[src/rtl/param_control_core.sv]
// Multi-cycle execute core: FETCH/EXEC/WB sequencing over a parametrised register file,
// producing ALU results, zero/carry flags and the next instruction pointer.
module param_control_core #(
    parameter int unsigned DATA_W    = 8,
    parameter int unsigned REG_COUNT = 16,
    parameter int unsigned IP_W      = 16,
    localparam int unsigned RSEL_W   = $clog2(REG_COUNT),
    localparam int unsigned INSTR_W  = 4 + 2 * (DATA_W + 1) + RSEL_W
) (
    input  logic               clock,
    input  logic               reset_n,
    input  logic               instr_valid,
    output logic               instr_ready,
    input  logic [INSTR_W-1:0] instruction,
    output logic [IP_W-1:0]    instruction_pointer,
    output logic               result_valid,
    output logic [DATA_W-1:0]  result_data,
    output logic [RSEL_W-1:0]  result_reg,
    output logic               flag_zero,
    output logic               flag_carry,
    output logic               halted,
    output logic               illegal
);

    localparam int unsigned OPW = DATA_W + 1;

    localparam logic [3:0] OP_ADD  = 4'b0001;
    localparam logic [3:0] OP_SUB  = 4'b0010;
    localparam logic [3:0] OP_AND  = 4'b0011;
    localparam logic [3:0] OP_OR   = 4'b0100;
    localparam logic [3:0] OP_XOR  = 4'b0101;
    localparam logic [3:0] OP_MOV  = 4'b0110;
    localparam logic [3:0] OP_CMP  = 4'b0111;
    localparam logic [3:0] OP_JMP  = 4'b1000;
    localparam logic [3:0] OP_JZ   = 4'b1001;
    localparam logic [3:0] OP_JC   = 4'b1010;
    localparam logic [3:0] OP_HALT = 4'b1111;

    typedef enum logic [1:0] {
        S_FETCH = 2'd0,
        S_EXEC  = 2'd1,
        S_WB    = 2'd2,
        S_HALT  = 2'd3
    } state_e;

    state_e state_q, state_d;
    logic   capture_en, exec_en, wb_en;
    logic   ready_d, halted_d;

    logic [INSTR_W-1:0] instr_q, instr_d;
    logic [DATA_W-1:0]  regs_q [REG_COUNT];
    logic [DATA_W-1:0]  regs_d [REG_COUNT];
    logic [DATA_W-1:0]  res_q, res_d;
    logic               c_res_q, c_res_d;
    logic               jump_q, jump_d;
    logic [IP_W-1:0]    target_q, target_d;

    logic               ready_q, halted_q, illegal_q, illegal_d;
    logic               rvalid_q, rvalid_d;
    logic [DATA_W-1:0]  rdata_q, rdata_d;
    logic [RSEL_W-1:0]  rreg_q, rreg_d;
    logic               z_q, z_d, c_q, c_d;
    logic [IP_W-1:0]    ip_q, ip_d;

    // Field decode of the captured instruction
    logic [3:0]        op;
    logic [OPW-1:0]    fa, fb;
    logic [RSEL_W-1:0] dest;
    logic [DATA_W-1:0] opnd_a, opnd_b, alu;
    logic [DATA_W:0]   sum, diff;
    logic              alu_c, take_jump;
    logic              wr_op, upd_z, upd_c, is_illegal, is_halt;

    assign op   = instr_q[INSTR_W-1 -: 4];
    assign fa   = instr_q[INSTR_W-5 -: OPW];
    assign fb   = instr_q[INSTR_W-5-OPW -: OPW];
    assign dest = instr_q[RSEL_W-1:0];

    always_ff @(posedge clock or negedge reset_n) begin
        if (!reset_n) state_q <= S_FETCH;
        else          state_q <= state_d;
    end

    always_comb begin
        state_d = state_q;
        case (state_q)
            S_FETCH: if (instr_valid) state_d = S_EXEC;
            S_EXEC:  state_d = S_WB;
            S_WB:    state_d = is_halt ? S_HALT : S_FETCH;
            default: state_d = S_HALT;
        endcase
    end

    always_comb begin
        capture_en = (state_q == S_FETCH) && instr_valid;
        exec_en    = (state_q == S_EXEC);
        wb_en      = (state_q == S_WB);
        ready_d    = (state_d == S_FETCH);
        halted_d   = (state_d == S_HALT);
    end

    // Operand fetch and ALU evaluation, sampled into holding regs during EXEC
    always_comb begin
        opnd_a    = fa[OPW-1] ? regs_q[fa[RSEL_W-1:0]] : fa[DATA_W-1:0];
        opnd_b    = fb[OPW-1] ? regs_q[fb[RSEL_W-1:0]] : fb[DATA_W-1:0];
        sum       = {1'b0, opnd_a} + {1'b0, opnd_b};
        diff      = {1'b0, opnd_a} - {1'b0, opnd_b};
        alu       = '0;
        alu_c     = 1'b0;
        take_jump = 1'b0;
        case (op)
            OP_ADD:         begin alu = sum[DATA_W-1:0];  alu_c = sum[DATA_W];  end
            OP_SUB, OP_CMP: begin alu = diff[DATA_W-1:0]; alu_c = diff[DATA_W]; end
            OP_AND:         alu = opnd_a & opnd_b;
            OP_OR:          alu = opnd_a | opnd_b;
            OP_XOR:         alu = opnd_a ^ opnd_b;
            OP_MOV:         alu = opnd_a;
            OP_JMP:         take_jump = 1'b1;
            OP_JZ:          take_jump = z_q;
            OP_JC:          take_jump = c_q;
            default:        alu = '0;
        endcase
    end

    always_comb begin
        wr_op      = (op == OP_ADD) || (op == OP_SUB) || (op == OP_AND) ||
                     (op == OP_OR)  || (op == OP_XOR) || (op == OP_MOV);
        upd_z      = wr_op || (op == OP_CMP);
        upd_c      = upd_z && (op != OP_MOV);
        is_halt    = (op == OP_HALT);
        is_illegal = (op == 4'b1011) || (op == 4'b1100) || (op == 4'b1101) || (op == 4'b1110);
    end

    always_comb begin
        instr_d  = capture_en ? instruction : instr_q;
        res_d    = exec_en ? alu : res_q;
        c_res_d  = exec_en ? alu_c : c_res_q;
        jump_d   = exec_en ? take_jump : jump_q;
        target_d = exec_en ? IP_W'(opnd_a) : target_q;

        regs_d = regs_q;
        if (wb_en && wr_op) regs_d[dest] = res_q;

        rvalid_d  = wb_en && wr_op;
        rdata_d   = (wb_en && wr_op) ? res_q : rdata_q;
        rreg_d    = (wb_en && wr_op) ? dest : rreg_q;
        z_d       = (wb_en && upd_z) ? (res_q == '0) : z_q;
        c_d       = (wb_en && upd_c) ? c_res_q : c_q;
        ip_d      = wb_en ? (jump_q ? target_q : ip_q + IP_W'(1)) : ip_q;
        illegal_d = illegal_q || (wb_en && is_illegal);
    end

    always_ff @(posedge clock or negedge reset_n) begin
        if (!reset_n) begin
            instr_q   <= '0;
            res_q     <= '0;
            c_res_q   <= 1'b0;
            jump_q    <= 1'b0;
            target_q  <= '0;
            for (int i = 0; i < int'(REG_COUNT); i++) regs_q[i] <= '0;
            ready_q   <= 1'b1;
            halted_q  <= 1'b0;
            illegal_q <= 1'b0;
            rvalid_q  <= 1'b0;
            rdata_q   <= '0;
            rreg_q    <= '0;
            z_q       <= 1'b0;
            c_q       <= 1'b0;
            ip_q      <= '0;
        end else begin
            instr_q   <= instr_d;
            res_q     <= res_d;
            c_res_q   <= c_res_d;
            jump_q    <= jump_d;
            target_q  <= target_d;
            regs_q    <= regs_d;
            ready_q   <= ready_d;
            halted_q  <= halted_d;
            illegal_q <= illegal_d;
            rvalid_q  <= rvalid_d;
            rdata_q   <= rdata_d;
            rreg_q    <= rreg_d;
            z_q       <= z_d;
            c_q       <= c_d;
            ip_q      <= ip_d;
        end
    end

    assign instr_ready         = ready_q;
    assign halted              = halted_q;
    assign illegal             = illegal_q;
    assign result_valid        = rvalid_q;
    assign result_data         = rdata_q;
    assign result_reg          = rreg_q;
    assign flag_zero           = z_q;
    assign flag_carry          = c_q;
    assign instruction_pointer = ip_q;

endmodule

[config.mk]
export PLATFORM = sky130hd
export DESIGN_NAME = param_control_core
export DESIGN_NICKNAME = d
export VERILOG_FILES = /design/src/rtl/param_control_core.sv
export SDC_FILE = /design/constraint.sdc
export NUM_CORES = 1
export LEC_CHECK = 0
export CORE_MARGIN = 1.5
export CORE_UTILIZATION = 61
export DETAILED_ROUTE_END_ITERATION = 16
export DONT_BUFFER_PORTS = 1
export PLACE_DENSITY = 0.84
export SETUP_SLACK_MARGIN = 0.1
export SLEW_MARGIN = 40
export SYNTH_ARGS = -nofsm -noshare
export SYNTH_HDL_FRONTEND = slang
export SYNTH_SLANG_ARGS = --single-unit
[constraint.sdc]
create_clock -name clock -period 9.7 [get_ports clock]
set_input_delay 0.485 -clock clock [delete_from_list [all_inputs] [get_ports clock]]
set_output_delay 0.485 -clock clock [all_outputs]
set_load 0.02 [all_outputs]
==> impl_results.md, run 1 <==
* Reg with most FFs: regs_q
* Worst slew pin tran at about 850 ps
* Peak supply drop at around 0.00025 V
* MaxCap Viol Count at 0
* CTS tree: built
* Die H at ~140 µm
* First DRT Iteration DRCs at 588
* Final Wtd Congestion at around 0.94
* Buf/Inv on CP at 2
* Worst slew margin at 0.4343
* Placed instance area at 0.01163 mm²
* Mapped Avg Cell Area at 12.22 µm²
* Final ANT Viol Nets at 0
* Worst EP required at 10120 ps
* # DRC at 0
* Pre-CTS setup slack at 5297 ps
* Syn Inst Count at 943
* Antenna violations before repair at 0
* Clk root buf: clkbuf_16
* Pin count of the biggest net entering global routing at between 200 and 250
* Final period util at 0.4531
* Most used DFF post-synth: dfrtp_1
* Multi-input gate area at 0.005951 mm²
* Routed wire per std cell at 24.04 µm
* CTS H-tree depth at 1
* Final wirelength at 27930 µm
* Placeable Area at roughly 0.019 mm²
* Vias per cell at ~6.8
* Worst reg2reg path depth at 12
* DR vias at 7858
* Sink Count at 208
* Crit path cell chain: buf_4, mux4_2, mux4_2, mux2i_1, inv_1, ha_1, a21o_1, a31o_2, or4_1, a31oi_1, mux2_2, a41oi_1
* CP top delay family: multiplexers
* Endpoint class of the critical path: flop
* PostCTS Resize Cnt at 0
* Hold_ws at 116.7 ps
* DRT Pass-1 Iters at 5
* Initial core utilization at 0.6183
* Io pins at 63
* Vias in the first global route at 7858
* Critical Path Sink: res_q[7]
* Levels on crit path at 12
* Pins Over Slew Limit at 0
* Final setup viols at 0
* CP max stage delay at 740 ps
* Setup Crit Path Kind: flop to flop
* Unrepaired setup endpoints after global routing: no
* Syn Nets at between 900 and 1000
* Max Clock Skew at between 10 and 15 ps
* Die ar. at 0.01973 mm²
* Fillers at 1337
* Final hold vios at 0
* Most frequent CP cell: mux4_2
* Largest register FFs at 128
* Hold Crit Class: input port to flop
* Crit start category: flop
* Area added between synthesis and finish at 8.294%
* Worst Setup SP: instr_q[4]
* Setup TNS at 0 ps
* CP max-delay cell: dfrtp_2
* Status: complete, no violations
* Worst-path clk slew at ~60 ps
* Syn Std Cell Area at 0.01153 mm²
* Worst R2R End: res_q[7]
* GRT Residual Overflow at 0
* Flop2flop setup slack at 5300 ps
* Leak at 5.643 nW
* Syn. warnings at 0
* Seq cells post-synth at 208
* Final nets at 968
* Non-Filler Instances at 1162
* Fmax achieved at 0.2275 GHz
* CTS Buf Count at 22
* Pwr/cell area at 360.7 mW/mm²
* First-pass GRT wire length at 43830 µm
* Die X at 140.5 µm
* Fin area at 0.01248 mm²
* CP Max Fanout at 18
* Yosys cell types at 63
* Row count at 50
* Port bufs at 0
* Ys async rst share at 1.000
* Share of cells above drive strength 1 at 0.3157
* Antenna fix cells at 0
* Gr usage total at 0.2889
* Hold depth at 1
* Half-perimeter wire length after placement at 18520 µm
* Clock latency on the worst-skew pair at roughly 520 ps
* Post-synth EDFFs at 0
* Min Clock Period, post-route at between 4000 and 5000 ps
* Seq/Total Area, Yosys at 0.4517
* Storage element area at 0.005210 mm²
* Clock Tree Buf Depth at 3
* Final WS setup at 5304 ps
* Placed insts at 1119
* R2R Path Start: instr_q[4]
* Worst Path Arrival at 4820 ps
==> area by class of cell <==
type                       instances  share of cell area
multi-input combinational        640              0.4767
clock inverter                     8            0.009723
inverter                          28            0.008420
tap                              234             0.02346
timing repair buffer              12             0.01063
sequential                       208              0.4174
clock buffer                      32             0.05363
==> worst min-delay path by stage <==
stage	slack (ps)	start	end
floorplan	190	reset_n	c_res_q
global placement	190	reset_n	instruction_pointer[12]
detailed placement	190	reset_n	instruction_pointer[13]
CTS	100	reset_n	instruction_pointer[10]
global route	100	instruction[7]	instr_q[7]
finish	120	instruction[13]	instr_q[13]
==> placed cells by master, fill, tap and decap left out, drive strengths merged, types with 9 or more instances in the layout <==
master	instances
o21ai	35
nand2b	15
ha	25
xnor2	9
a31oi	9
mux2i	26
dfrtp	207
nor2	41
a21oi	38
nand3	13
inv	29
nor3	11
clkbuf	32
buf	11
nor2b	15
mux2	157
nand2	89
o22ai	9
mux4	69
==> synth_stat cells (all sizes together) (4+ instances only) <==
cell	count	area, µm²
ha	25	312.8
nand2b	15	93.84
a21o	4	30.03
inv	28	105.1
a31oi	9	56.30
a21oi	38	190.2
o22ai	9	56.30
nor3	11	77.57
buf	16	81.32
nor2b	15	93.84
mux2	157	1768
clkbuf	51	193.9
nand2	89	334.1
or3	5	31.28
or2	5	31.28
and3	5	31.28
nor2	41	193.9
o21ai	35	175.2
nand3	13	70.07
xnor2	9	78.83
mux2i	26	260.3
nor3b	5	37.54
mux4	69	1554
a22oi	4	30.03
dfrtp	207	5180
==> logic make-up (layout without fill, tap and decap cells) <==
kind of cell    Yosys count  count (layout)  share of synthesized area
compound gates          131             131                    0.07023
xor+xnor                  9               9                   0.006839
buf+inv                  95              80                    0.03300
fa+ha+maj                27              27                    0.03061
simple gates            221             221                    0.09683
flops                   208             208                     0.4517
mux                     252             252                     0.3108
==> report_power, final <==
group	internal [mW]	switching, mW	total, mW
combinational	0.942	0.937	1.88
sequential	1.16	0.559	1.72
clock	0.559	0.349	0.908
total	2.66	1.84	4.50
==> metal layers <==
metal | up-vias | GRT usage | part of all wire
met4 | 0 | 0.09211 | 0.025
met3 | 57 | 0.06632 | 0.085
li1 | 3396 | - | -
met2 | 377 | 0.4773 | 0.49
met1 | 4028 | 0.3832 | 0.40
met5 | - | 0 | 0
==> metrics by stage <==
step / power (mW) / utilization
floorplan: 3.056 / -
global placement: 3.458 / 0.6236
detailed placement: 3.534 / 0.6236
CTS: 4.481 / 0.6675
global route: 4.755 / 0.6695
finish: 4.502 / 0.6695
==> timing repair <==
item                                    in CTS  in global routing
setup buffers                                0                  0
endpoints found under the setup margin       0                  0
hold buffers                                 1                  1
hold endpoints to repair                   208                100
Power figures use the tool's default switching activity.
==> run 2: changes to the inputs <==
==> constraint.sdc (replaced) <==
create_clock -name clock -period 4.2 [get_ports clock]
set_input_delay 0.21 -clock clock [delete_from_list [all_inputs] [get_ports clock]]
set_output_delay 0.21 -clock clock [all_outputs]
set_load 0.02 [all_outputs]
==> impl_results.md, run 2 (synthesis gave the netlist of run 1 again) <==
* Status: finished, violations left
* Failing checks: negative hold slack
* Worst Path Arrival at 4250 ps (-570 ps)
* Endpoint class of the critical path: flop
* Die ar. at 0.01973 mm² (unchanged)
* CTS tree: built
* Row count at 50 (unchanged)
* Pins Over Slew Limit at 0 (unchanged)
* P_int at 6.085 mW (+130%)
* Routed wire per std cell at 23.88 µm (-0.67%)
* CTS Hold Bufs at 26 (+25)
* Commonest cells after routing, fill and taps aside: dfrtp_1, mux2_2, nand2_1, mux4_2, a21oi_1
* Sw Share at 0.4155 (+0.005808)
* Clock Tree Buf Depth at 3 (unchanged)
* Worst-path clk slew at 60 ps (about the same)
* Io pins at 63 (unchanged)
* Clock latency on the worst-skew pair at 540 ps (+20 ps)
* Crit start category: flop
* Worst reg2reg path depth at 12 (unchanged)
* First-pass GRT wire length at 45340 µm (+3.4%)
* Half-perimeter wire length after placement at 19050 µm (+2.9%)
* Min Clock Period, post-route at 3810 ps (-585.3 ps)
* Leak at 5.746 nW (+1.8%)
* Antenna violations before repair at 0 (unchanged)
* Worst EP required at 4640 ps (-5480 ps)
* Clk root buf: clkbuf_16
* Final hold vios at 208 (+208)
* Pin count of the biggest net entering global routing at 209 (unchanged)
* Final Wtd Congestion at 0.9290 (-1.7%)
* MaxCap Viol Count at 0 (unchanged)
* CP Max Fanout at 16 (-2)
* Total power at 10.41 mW (+130%)
* R2R Path Start: instr_q[13]
* DRT Pass-1 Iters at 5 (unchanged)
* Placed instance area at 0.01173 mm² (+0.89%)
* Hold Crit Class: input port to asynchronous set/reset pin
* Share of cells above drive strength 1 at 0.3112 (-0.004529)
* Vias per cell at 6.649 (-1.7%)
* Part of the power in registers at 0.372 (-0.009)
* Unrepaired setup endpoints after global routing: no
* Final wirelength at 28600 µm (+2.4%)
* Final WS setup at 389.7 ps (-4915 ps)
* Fin area at 0.01270 mm² (+1.8%)
* # DRC at 0 (unchanged)
* DR vias at 7965 (+1.4%)
* Area added between synthesis and finish at 10.23%
* Die X at 140.5 µm (unchanged)
* Final setup viols at 0 (unchanged)
* Initial core utilization at 0.6183 (unchanged)
* Worst slew margin at 0.4869 (+0.05267)
* Final nets at 1006 (+3.9%)
* First DRT Iteration DRCs at 757 (+29%)
* Hold_ws at -616.0 ps (-732.7 ps)
* Clock Power Share at 0.186 (-0.016)
* Pwr/cell area at 819.4 mW/mm² (+130%)
* Antenna fix cells at 0 (unchanged)
* Worst slew pin tran at 769.6 ps (-79.01 ps)
* Pre-CTS setup slack at 336.5 ps (-4960 ps)
* Sink Count at 208 (unchanged)
* Largest register FFs at 128 (unchanged)
* Gr usage total at 0.2955 (+0.006629)
* Setup TNS at 0 ps (unchanged)
* Final period util at 0.9072 (+0.4541)
* Port bufs at 0 (unchanged)
* Max Clock Skew at 19.24 ps (+8.932 ps)
* Die H at 140.5 µm (unchanged)
* CTS Buf Count at 23 (+4.5%)
* Final ANT Viol Nets at 0 (unchanged)
* # Post-CTS Setup Buffers at 0 (unchanged)
* Worst R2R End: res_q[7]
* Peak supply drop at 0.0005306 V (+110%)
* Fmax achieved at 0.2624 GHz (+15%)
* Comb power frac at 0.442 (+0.025)
* Fin util at 0.6815 (+0.01195)
* CTS H-tree depth at 1 (unchanged)
* Reg with most FFs: regs_q
* GRT Residual Overflow at 0 (unchanged)
* Setup Crit Path Kind: flop to flop
* Placeable Area at 0.01864 mm² (unchanged)
* Flop2flop setup slack at 390 ps (-4910 ps)
* Vias in the first global route at 8195 (+4.3%)
* NetSw at 4.326 mW (+130%)
* Commonest non-fill, non-tap cell in the layout: dfrtp_1
* Fillers at 1307 (-2.2%)
[run 2: cell count changes in the layout (fill, tap and decap cells not counted), moves of 2 or more]
cell and change:
buf_4 +14, clkbuf_1 +4, clkbuf_8 -4, buf_16 -2, dlygate4sd3_1 +25, bufinv_16 -2
[run 2: how the worst max path moves through the flow]
stage	slack [ps]	cells after the start	startpoint	end
2_1_floorplan	270	13	instr_q[4]	res_q[7]
5_1_grt	120	14	instr_q[4]	res_q[7]
4_1_cts	260	11	instr_q[14]	res_q[7]
3_3_place_gp	410	13	instr_q[13]	res_q[7]
6_report	390	12	instr_q[13]	res_q[7]
3_5_place_dp	340	12	instr_q[13]	res_q[7]
[run 2: timing repair]
| item | in CTS | in global routing |
|---|---|---|
| resized for setup | 0 | 2 |
| endpoints found under the hold margin | 234 | 208 |
| setup endpoints to repair | 0 | 3 |
[run 2: worst max-delay path, cell delays in order, from the launching register on]
cell	delay, ps
dfrtp_4	620
mux4_2	560
mux2i_1	150
nand2_1	80
a21oi_1	350
inv_1	180
ha_1	240
a21o_1	170
a31o_2	260
or4_1	390
a31oi_1	220
mux2_2	350
a41oi_1	150
[run 2: area by class of cell]
class / count / area, µm² / share of cell area
clock buffer: 32 / 629.4 / 0.04954
timing repair buffer: 49 / 432.9 / 0.03408
clock inverter: 7 / 81.33 / 0.006401
inverter: 28 / 105.1 / 0.008273
tap: 234 / 292.8 / 0.02305
sequential: 208 / 5213 / 0.4103
multi-input combinational: 640 / 5951 / 0.4684
[run 2: power groups by stage]
stage	combinational (mW)	clock, mW	sequential, mW
6_report	4.60	1.94	3.88
5_1_grt	5.00	2.05	3.98
4_1_cts	4.54	1.96	3.84
3_5_place_dp	4.47	0	3.85
3_3_place_gp	4.34	0	3.80
2_1_floorplan	3.89	0	3.17
[run 2: stage by stage]
step | cells | hold WS, ps
after global placement | 1133 | -81.73
after floorplan | 943 | -85.59
final | 1198 | -616.0
after CTS | 1198 | -640.8
after detailed placement | 1133 | -81.85
after global routing | 1198 | -638.2
[run 2: per-layer routing]
metal  vias up  track usage  routed length, µm
li1       3463            -                  -
met1      4038       0.3907              11360
met2       381       0.4862              13930
met3        83      0.05949               2227
met4         0       0.1140               1084
met5         -            0                  0
